==> src/rtl/pmux_pkg.sv <==
// Shared definitions for the pipelined N-to-1 select stage: FSM state encoding
// and the select-width helper used to size the index field.
package pmux_pkg;

  typedef enum logic [1:0] {
    ST_EMPTY = 2'd0,
    ST_ONE   = 2'd1,
    ST_FULL  = 2'd2
  } state_t;

  // Bits needed to index n words; never narrower than one bit.
  function automatic int sel_width(input int n);
    int w;
    w = 1;
    while ((1 << w) < n) w++;
    return w;
  endfunction

endpackage

==> src/rtl/mux_select_nto1.sv <==
// Combinational N-to-1 word selector; out-of-range indices yield a zero word
// and raise err.
module mux_select_nto1
  import pmux_pkg::*;
#(
  parameter int WIDTH  = 32,
  parameter int NUM_IN = 4,
  parameter int SEL_W  = sel_width(NUM_IN)
) (
  input  logic [NUM_IN*WIDTH-1:0] in_data,
  input  logic [SEL_W-1:0]        in_sel,
  output logic [WIDTH-1:0]        word,
  output logic                    err
);

  // With NUM_IN a power of two this compare folds to constant 0.
  assign err = ({1'b0, in_sel} >= (SEL_W + 1)'(NUM_IN));

  always_comb begin
    word = '0;
    for (int k = 0; k < NUM_IN; k++) begin
      if (in_sel == SEL_W'(k)) word = in_data[k*WIDTH +: WIDTH];
    end
  end

endmodule

==> src/rtl/pipelined_mux_nto1.sv <==
// Registered N-to-1 word select with valid/ready handshake and a two-entry
// skid buffer so in_ready can be registered without losing throughput.
module pipelined_mux_nto1
  import pmux_pkg::*;
#(
  parameter int WIDTH  = 32,
  parameter int NUM_IN = 4,
  parameter int SEL_W  = sel_width(NUM_IN)
) (
  input  logic                    Clk,
  input  logic                    Rst_n,
  input  logic [NUM_IN*WIDTH-1:0] in_data,
  input  logic [SEL_W-1:0]        in_sel,
  input  logic                    in_valid,
  output logic                    in_ready,
  output logic [WIDTH-1:0]        out_data,
  output logic [SEL_W-1:0]        out_sel,
  output logic                    out_err,
  output logic                    out_valid,
  input  logic                    out_ready
);

  logic [WIDTH-1:0] sel_word;
  logic             sel_err;

  mux_select_nto1 #(
    .WIDTH  (WIDTH),
    .NUM_IN (NUM_IN),
    .SEL_W  (SEL_W)
  ) u_select (
    .in_data (in_data),
    .in_sel  (in_sel),
    .word    (sel_word),
    .err     (sel_err)
  );

  state_t           state, next_state;
  logic             ready_q;
  logic [WIDTH-1:0] main_data, skid_data;
  logic [SEL_W-1:0] main_sel, skid_sel;
  logic             main_err, skid_err;
  logic             in_xfer, out_xfer;
  logic             load_main, main_from_skid, load_skid;

  // Ready is held low for the whole reset window, then driven by the register.
  assign in_ready  = ready_q & Rst_n;
  assign out_valid = (state != ST_EMPTY);
  assign out_data  = main_data;
  assign out_sel   = main_sel;
  assign out_err   = main_err;

  assign in_xfer  = in_valid & in_ready;
  assign out_xfer = out_valid & out_ready;

  always_comb begin
    next_state     = state;
    load_main      = 1'b0;
    main_from_skid = 1'b0;
    load_skid      = 1'b0;
    unique case (state)
      ST_EMPTY: begin
        if (in_xfer) begin
          next_state = ST_ONE;
          load_main  = 1'b1;
        end
      end
      ST_ONE: begin
        if (in_xfer && !out_xfer) begin
          next_state = ST_FULL;
          load_skid  = 1'b1;
        end else if (!in_xfer && out_xfer) begin
          next_state = ST_EMPTY;
        end else if (in_xfer && out_xfer) begin
          load_main = 1'b1;
        end
      end
      ST_FULL: begin
        if (out_xfer) begin
          next_state     = ST_ONE;
          load_main      = 1'b1;
          main_from_skid = 1'b1;
        end
      end
      default: next_state = ST_EMPTY;
    endcase
  end

  always_ff @(posedge Clk or negedge Rst_n) begin
    if (!Rst_n) begin
      state   <= ST_EMPTY;
      ready_q <= 1'b1;
    end else begin
      state   <= next_state;
      ready_q <= (next_state != ST_FULL);
    end
  end

  // Selection is captured at the input transfer; the skid keeps the same format.
  always_ff @(posedge Clk or negedge Rst_n) begin
    if (!Rst_n) begin
      main_data <= '0;
      main_sel  <= '0;
      main_err  <= 1'b0;
      skid_data <= '0;
      skid_sel  <= '0;
      skid_err  <= 1'b0;
    end else begin
      if (load_skid) begin
        skid_data <= sel_word;
        skid_sel  <= in_sel;
        skid_err  <= sel_err;
      end
      if (load_main) begin
        main_data <= main_from_skid ? skid_data : sel_word;
        main_sel  <= main_from_skid ? skid_sel  : in_sel;
        main_err  <= main_from_skid ? skid_err  : sel_err;
      end
    end
  end

endmodule

==> config.mk <==
export PLATFORM = sky130hd
export DESIGN_NAME = pipelined_mux_nto1
export DESIGN_NICKNAME = d
export VERILOG_FILES = /design/src/rtl/pmux_pkg.sv /design/src/rtl/mux_select_nto1.sv /design/src/rtl/pipelined_mux_nto1.sv
export SDC_FILE = /design/constraint.sdc
export NUM_CORES = 1
export LEC_CHECK = 0
export CORE_UTILIZATION = 45
export CTS_CLUSTER_DIAMETER = 200
export DETAILED_ROUTE_END_ITERATION = 8
export PLACE_DENSITY = 0.95
export SLEW_MARGIN = 10
export SYNTH_ARGS = -nofsm -noshare
export SYNTH_HDL_FRONTEND = slang
export SYNTH_HIERARCHICAL = 1
export SYNTH_SLANG_ARGS = --single-unit
export TNS_END_PERCENT = 5
==> constraint.sdc <==
create_clock -name Clk -period 2.9 [get_ports Clk]
set_input_delay 0.725 -clock Clk [delete_from_list [all_inputs] [get_ports Clk]]
set_output_delay 0.725 -clock Clk [all_outputs]
set_load 0.02 [all_outputs]
# After elaboration in Yosys (flattened, before gate mapping)
# Index checks and enable logic that the tools add are counted.
# Widths: inputs -> output; s select.
word_totals:
  reg_bits: 71
  ramBits: 0
  latchBits: 0
  romBits: 0
  out_inout_bits: 37
  mem_count: 0
classes:
  n_eq_ne: 6
  div: 0
  muxes: 20
  shifts: 0
  addsub: 0
  n_mul: 0
  bitwise_logic: 3
  reduce_logical: 8
  magnitude_cmp: 0
ops:
  columns: ["cell", "count"]
  rows:
  - ["$mux 32", 5]
  - ["$mux 2", 5]
  - ["$mux 1", 8]
  - ["$eq 2x2->1 const B", 3]
  - ["$pmux 2 s3", 1]
  - ["$eq 2x1->1 const B", 2]
  - ["$logic_not 2->1", 2]
  - ["$and 1x1->1", 3]
  - ["$logic_and 1x1->1", 3]
  - ["$pmux 1 s3", 1]
  - ["$logic_not 1->1", 2]
  - ["$ne 2x2->1 const B", 1]
  - ["$reduce_bool 2->1", 1]

# Longest topological paths before layout
# Gate-level depths: netlist (run 1).
logic_depth:
  word_depth: 8
  ltp_mapped: 5
  mapped_depth_nobuf: 3

# By module
# Netlist (run 1), hierarchy kept.
by_module_without_submodules:
  columns: ["module", "cells_each", "instances", "area_per_inst_um2"]
  rows:
  - ["pipelined_mux_nto1", 210, 1, 3044.2]
  - ["mux_select_nto1", 41, 1, 825.8]

# Worst setup path after synthesis (run 1)
# Ideal clock, no wire load.
synth_timing:
  path_kind: "input -> register"
  start: "in in_sel[0]"
  end: "reg main_data[28] (netlist: out_data[28])"
  cell_stages: 5
  setup_time_ns: 0.119
  n_path_buf: 2
  t_required_ns: 2.781
  slack_ns: 0.859
  t_arrival_ns: 1.922
  path_cell_list: "buf_6 -> buf_12 -> mux4_2 -> o32a_1 -> o21a_1"
synth_via:
  elab_chain_cells: 6
  word_cells_on_any_way: 9
  cone_classes: "eq/ne: 3; mux: 5; reduce/logical: 1"
synth_rtl:
  columns: ["element", "line", "rtl"]
  rows:
  - ["start, declared", "pipelined_mux_nto1.sv:13", "input logic [SEL_W-1:0] in_sel,"]
  - ["$logic_not 2->1", "mux_select_nto1.sv:22", "if (in_sel == SEL_W'(k)) word = in_data[k*WIDTH +: WIDTH];"]
  - ["$mux 32 (3 in series)", "mux_select_nto1.sv:22", null]
  - ["$mux 32 (*)", "mux_select_nto1.sv:22", null]
  - ["named net sel_word[28]", "pipelined_mux_nto1.sv:23", "logic [WIDTH-1:0] sel_word;"]
  - ["$mux 32 (*)", "pipelined_mux_nto1.sv:114", "main_data <= main_from_skid ? skid_data : sel_word;"]
  - ["end signal, assigned", "pipelined_mux_nto1.sv:114", null]
  - ["end, declared", "pipelined_mux_nto1.sv:39", "logic [WIDTH-1:0] main_data, skid_data;"]
# The timed path passes the listed nets; every way through them passes the cells marked *.
# A chain may end at the register's enable or synchronous reset.

# Worst setup path after layout (run 1)
layout_timing:
  start: "reg ready_q"
  end: "out in_ready"
layout_via:
  elab_chain_cells: 1
layout_rtl:
  columns: ["element", "line", "rtl"]
  rows:
  - ["start, declared", "pipelined_mux_nto1.sv:38", "logic ready_q;"]
  - ["start signal, assigned", "pipelined_mux_nto1.sv:94", "ready_q <= (next_state != ST_FULL);"]
  - ["$and 1x1->1", "pipelined_mux_nto1.sv:46", "assign in_ready = ready_q & Rst_n;"]
  - ["end, declared", "pipelined_mux_nto1.sv:15", "output logic in_ready,"]
# No other way between the ends.

==> results.py, run 1 <==
metrics = {
    "route": {
        "wl_mm": 10.2,
        "drt_iter0_markers": 78,
        "postRouteAntennaNets": 0,
        "drc": 0,
        "vias_per_cell": 5.76,
        "avgRoutedWirePerCell_um": 19.3,
        "wl_met3_um": 657,
        "drt-met1-wl_mm": 4.06,
        "top_layer": "met4",
        "wl_met2_mm": 5.26,
        "drt_first_pass_iters": 6,
        "num_vias": 3030,
    },
    "layout": {
        "utilization_pct": 70.7,
        "final_nets": 551,
        "diodes": 0,
        "layout-drive-gt1-share_pct": 22.3,
        "fin_cells": 526,
        "synthToLayoutAreaGrowth_pct": 50.8,
    },
    "timing": {
        "max_freq_mhz": 412,
        "grt_setup_unrepaired": "no",
        "hold_violations": 0,
        "tns_ns": 0,
        "max_slew_margin_pct": 33.3,
        "worst_pin_slew_ns": 0.996,
        "fin_worst_skew_ns": 0.00664,
        "layout_setup_ws_ns": 0.475,
        "finalSetupViolCount": 0,
        "fin_crit_ns": 2.42,
        "slew_violations": 0,
        "fin_crit_sh_pct": 83.6,
    },
    "yosys": {
        "ys_warn_count": 6,
        "syn_nets": 385,
        "avgSynthCellArea_um2": 15.4,
        "synth_top_area_share_pct": 46.6,
        "synth.cell_area_mm2": 0.00387,
        "yosysSeqAreaShare_pct": 47.2,
        "ys_top_cells_by_area": "dfrtp_1, mux4_2, o32a_1, mux2_2, o21a_1",
        "yosys.area.top_type": "dfrtp_1",
        "ys_types": 29,
        "synth-seq-cells": 73,
        "postSynthCellCount": 251,
    },
    "clocking": {
        "cts_setup_buffers": 0,
        "postCtsHoldBufs": 0,
        "numCtsBuffers": 9,
        "htreeDepth": 3,
        "cts.sinks": 73,
        "cts_tree": "yes",
        "clock_latency_ns": 0.34,
        "cts_resized": 0,
        "cts_max_path_buffers": 2,
        "path_clk_slew_ns": 0.07,
        "root_buffer": "clkbuf_8",
    },
    "power_and_ir_drop": {
        "vdd_drop_max_mv": 0.452,
        "pwr-share-seq_pct": 42.1,
        "p_total_mw": 3.82,
        "p_int_mw": 2.70,
        "clkPwrFrac_pct": 22.2,
        "switching_share_pct": 29.5,
        "power.net_switching_mw": 1.13,
        "p_leak_nw": 2.21,
        "power_density_mw_per_mm2": 655,
        "p_comb_share_pct": 35.7,
    },
    "critical_path": {
        "critical_path.max_fanout": 3,
        "crit_path_end_kind": "output pin",
        "path_class": "flop to output pin",
        "worstSetupStartpointType": "flop",
        "crit_arrival_ns": 1.70,
        "crit_required_ns": 2.17,
    },
    "placed_design": {
        "dp_cells": 511,
        "dp_hpwl_mm": 7.18,
        "place.gp.congestion": 0.755,
        "place_ws_ns": 0.225,
        "port_buffers": 170,
    },
    "worst_hold_path": {
        "timing.hold.worst.class": "input port to async pin",
    },
    "global_routing": {
        "grtUsageTotal_pct": 23.4,
        "grt_overflow_total": 0,
        "grt_antenna_before_repair": 0,
        "grt_pass1_wl_mm": 15.7,
        "grt_max_degree": 40,
        "grt_pass1_vias": 3256,
    },
    "run_status": {
        "status": "completed",
    },
    "die": {
        "die_area_mm2": 0.00897,
        "die_y_um": 94.7,
        "start_util_pct": 46.9,
        "rows": 33,
        "design.core.area_mm2": 0.00826,
        "die_x_um": 94.7,
        "ios": 171,
    },
    "flow_run": {
        "maxCapViolations": 0,
    },
}
[state kept, by name, indices dropped and copies added (netlist names)]
| name | cells |
|---|---|
| out_sel | 2 |
| skid_data | 32 |
| ready_q | 1 |
| out_data | 32 |
| state | 2 |
| out_err | 1 |
| skid_sel | 2 |
| skid_err | 1 |
[stage by stage]
| step | area [um^2] | hold WS (ns) |
|---|---|---|
| CTS | 5840 | 0.451 |
| global placement | 5620 | 0.469 |
| global route | 5840 | 0.480 |
| finish | 5840 | 0.464 |
| detailed placement | 5620 | 0.479 |
| floorplan | 3870 | 0.429 |
[worst paths after layout]
| check | slack (ns) | cells past startpoint | to | start |
|---|---|---|---|---|
| max in group asynchronous | 2.08 | 2 | skid_data[13]$_DFFE_PN0P_ | Rst_n |
| setup reg to reg | 0.96 | 3 | out_data[7]$_DFFE_PN0P_ | ready_q$_DFF_PN1_ |
| setup / recovery | 0.48 | 2 | in_ready | ready_q$_DFF_PN1_ |
| hold / removal | 0.46 | 2 | state[0]$_DFF_PN0_ | Rst_n |
| hold reg to reg | 0.49 | 1 | out_data[18]$_DFFE_PN0P_ | out_data[18]$_DFFE_PN0P_ |
| min in group Clk | 0.49 | 1 | out_data[18]$_DFFE_PN0P_ | out_data[18]$_DFFE_PN0P_ |
[layer usage]
| metal | GRT usage [%] | vias up |
|---|---|---|
| met5 | 0 | - |
| met3 | 4.43 | 16 |
| li1 | - | 1362 |
| met1 | 27.9 | 1520 |
| met4 | 9.34 | 0 |
| met2 | 41.4 | 132 |
[synthesized netlist by cell type (all sizes together)]
library cell / instances
inv: 1
clkbuf: 9
nor2b: 2
nand4b: 1
o32a: 35
and2: 1
mux2: 35
nand4: 1
dfrtp: 72
or2: 1
nand3b: 1
a311oi: 1
nand2b: 1
o21ai: 1
dfstp: 1
a211oi: 1
mux2i: 1
conb: 1
mux4: 32
nor3b: 1
a21boi: 1
o21a: 35
buf: 16
[power by group through the flow]
stage	logic, mW	registers, mW	clock network, mW
2_1_floorplan	0.555	1.76	0
4_1_cts	1.38	1.61	0.865
3_5_place_dp	1.37	1.62	0
3_3_place_gp	1.32	1.59	0
6_report	1.36	1.61	0.849
5_1_grt	1.46	1.65	0.904
[cells in the final DEF, fill, tap and decap left out, types with 4 or more instances in the layout]
cell	netlist	final
o21a_1	35	35
clkdlybuf4s50_1	0	167
o32a_1	35	35
mux2_1	4	4
buf_4	1	9
mux4_2	30	30
dfrtp_1	72	72
clkbuf_8	0	13
mux2_2	31	31
[cell families (layout without fill, tap and decap cells)]
group                  count (synthesis)  in the layout  share of synthesized area (%)
AND/OR/NAND/NOR                        9              9                           1.88
buffers and inverters                 26            196                           4.85
flip-flops                            73             73                           47.2
multiplexers                          68             68                           29.3
AO/OA/AOI/OAI                         74             74                           16.7
other                                  1              1                         0.0969
[critical path, cell delays in order (launching register included)]
cell             delay, ns
dfstp_2               0.55
and2_1                0.18
clkdlybuf4s50_1       0.63
[cell type report]
type	instances	area (um^2)
multi-input combinational	152	1870
sequential	73	1830
clock buffer	13	179
clock inverter	2	35.0
fill	573	2420
tap	105	131
timing repair buffer	180	1790
inverter	1	3.75
(Power assumes the default switching activity.)
==> inputs of run 2 (changes only) <==
- CORE_UTILIZATION: 45 -> 42
- PLACE_DENSITY: 0.95 -> 0.91
- clock period: 2.9 -> 2.5 ns (I/O delays scaled with it)
==> results.py, run 2 (synthesis gave the netlist of run 1 again) <==
metrics = {
    "layout": {
        "diodes": 0,
        "layout-drive-gt1-share_pct": 22.7,
        "stdcell_area_mm2": 0.00584,
        "final_nets": 552,
        "layout_common_cells": "clkdlybuf4s50_1, dfrtp_1, o32a_1, o21a_1, mux2_2",
        "final_common_cell": "clkdlybuf4s50_1",
        "synthToLayoutAreaGrowth_pct": 50.9,
    },
    "route": {
        "drt_first_pass_iters": 6,
        "drt_iter0_markers": 88,
        "num_vias": 3062,
        "avgRoutedWirePerCell_um": 19.4,
        "wl_mm": 10.3,
        "drc": 11,
        "postRouteAntennaNets": 0,
        "vias_per_cell": 5.77,
    },
    "critical_path": {
        "path_class": "flop to output pin",
        "reg2reg_depth": 3,
        "worstSetupStartpointType": "flop",
        "max_stage_delay_ns": 0.62,
        "critical_path.max_fanout": 3,
        "crit_required_ns": 1.88,
        "path_cells": "and2_1, clkdlybuf4s50_1",
        "crit_arrival_ns": 1.67,
        "cp_slowest_cell": "clkdlybuf4s50_1",
        "crit_path_end_kind": "output pin",
    },
    "global_routing": {
        "grt_antenna_before_repair": 0,
        "grt_overflow_total": 0,
        "grt_max_degree": 75,
        "grtUsageTotal_pct": 22.8,
        "use_met3_pct": 4.22,
        "grt_pass1_wl_mm": 17.0,
        "grt_use_met2_pct": 40.8,
        "met1_usage_pct": 26.9,
        "busiest_layer": "met2",
        "grt_pass1_vias": 3434,
    },
    "run_status": {
        "status": "finished, violations left",
        "violations": "design-rule violations",
    },
    "timing": {
        "fin_worst_skew_ns": 0.00849,
        "hold_violations": 0,
        "slew_violations": 0,
        "grt_setup_unrepaired": "no",
        "tns_ns": 0,
        "worst_pin_slew_ns": 0.997,
        "layout_setup_ws_ns": 0.200,
        "max_freq_mhz": 435,
        "max_slew_margin_pct": 33.3,
        "fin_crit_sh_pct": 92.0,
        "fin_crit_ns": 2.30,
        "finalSetupViolCount": 0,
    },
    "placed_design": {
        "dp_hpwl_mm": 7.40,
        "place_ws_ns": -0.0794,
        "port_buffers": 170,
        "place.gp.congestion": 0.769,
        "place_area_mm2": 0.00565,
    },
    "clocking": {
        "cts_max_path_buffers": 2,
        "cts_resized": 0,
        "clock_latency_ns": 0.34,
        "cts.sinks": 73,
        "htreeDepth": 3,
        "postCtsHoldBufs": 0,
        "root_buffer": "clkbuf_8",
        "cts_setup_buffers": 0,
        "numCtsBuffers": 9,
        "cts_tree": "yes",
        "path_clk_slew_ns": 0.08,
    },
    "worst_hold_path": {
        "timing.hold.worst.class": "flop to flop",
        "hold_depth": 1,
    },
    "die": {
        "die_y_um": 98.0,
        "rows": 34,
        "die_x_um": 98.0,
        "start_util_pct": 43.9,
        "ios": 171,
        "design.core.area_mm2": 0.00881,
        "die_area_mm2": 0.00960,
    },
    "power_and_ir_drop": {
        "power_density_mw_per_mm2": 749,
        "vdd_drop_max_mv": 0.390,
        "p_total_mw": 4.38,
        "p_leak_nw": 2.21,
    },
    "flow_run": {
        "maxCapViolations": 0,
    },
}
-- run 2: cell types whose count changed in the layout (fill, tap and decap cells not counted) --
cell        before  now
buf_12           2    3
clkinvlp_4       0    1
clkinv_2         1    4
clkbuf_8        13   10
-- run 2: layout make-up --
| cell class | instances | area (um^2) |
|---|---|---|
| clock buffer | 10 | 138 |
| clock inverter | 6 | 57.6 |
| fill | 668 | 2970 |
| inverter | 1 | 3.75 |
| multi-input combinational | 152 | 1870 |
| sequential | 73 | 1830 |
| tap | 108 | 135 |
| timing repair buffer | 181 | 1810 |
-- run 2: power by group --
group | internal (mW) | total, mW | switching (mW) | leakage (nW)
Sequential | 1.62 | 1.87 | 0.257 | 0.846
Combinational | 0.948 | 1.58 | 0.631 | 1.26
Clock | 0.481 | 0.922 | 0.441 | 0.102
-- run 2: critical path: cells and delay by family, from the launching register on --
family                 cells  cell delay [ns]
AND/OR/NAND/NOR            1             0.16
flip-flops                 1             0.55
buffers and inverters      1             0.62
-- run 2: stage by stage --
step	std cells	hold slack (ns)	util, %
after CTS	531	0.496	66.3
after global routing	531	0.506	66.3
after global placement	515	0.469	64.1
final	531	0.492	66.3
after floorplan	251	0.329	-
after detailed placement	515	0.479	64.1
-- run 2: worst paths after layout --
| kind | startpoint | to | slack [ns] |
|---|---|---|---|
| setup / recovery | ready_q$_DFF_PN1_ | in_ready | 0.20 |
| hold / removal | out_data[11]$_DFFE_PN0P_ | out_data[11]$_DFFE_PN0P_ | 0.49 |
| setup reg to reg | ready_q$_DFF_PN1_ | out_data[15]$_DFFE_PN0P_ | 0.57 |
| hold reg to reg | out_data[11]$_DFFE_PN0P_ | out_data[11]$_DFFE_PN0P_ | 0.49 |
| max in group asynchronous | Rst_n | out_data[4]$_DFFE_PN0P_ | 1.36 |
| min in group asynchronous | Rst_n | out_data[9]$_DFFE_PN0P_ | 0.52 |
-- run 2: per-layer routing --
metal  wire, um  vias to the layer above  part of all wire [%]
met5          0                        -                     0
met4        232                        0                   2.3
met3        614                       21                   6.0
met2       5470                      133                    53
met1       3990                     1547                    39
li1           -                     1361                     -
==> inputs of run 3 (changes only) <==
- CTS_CLUSTER_SIZE: default -> 28
==> results of run 3 <==
Final layout, timing and power as in run 2 (identical DEF).
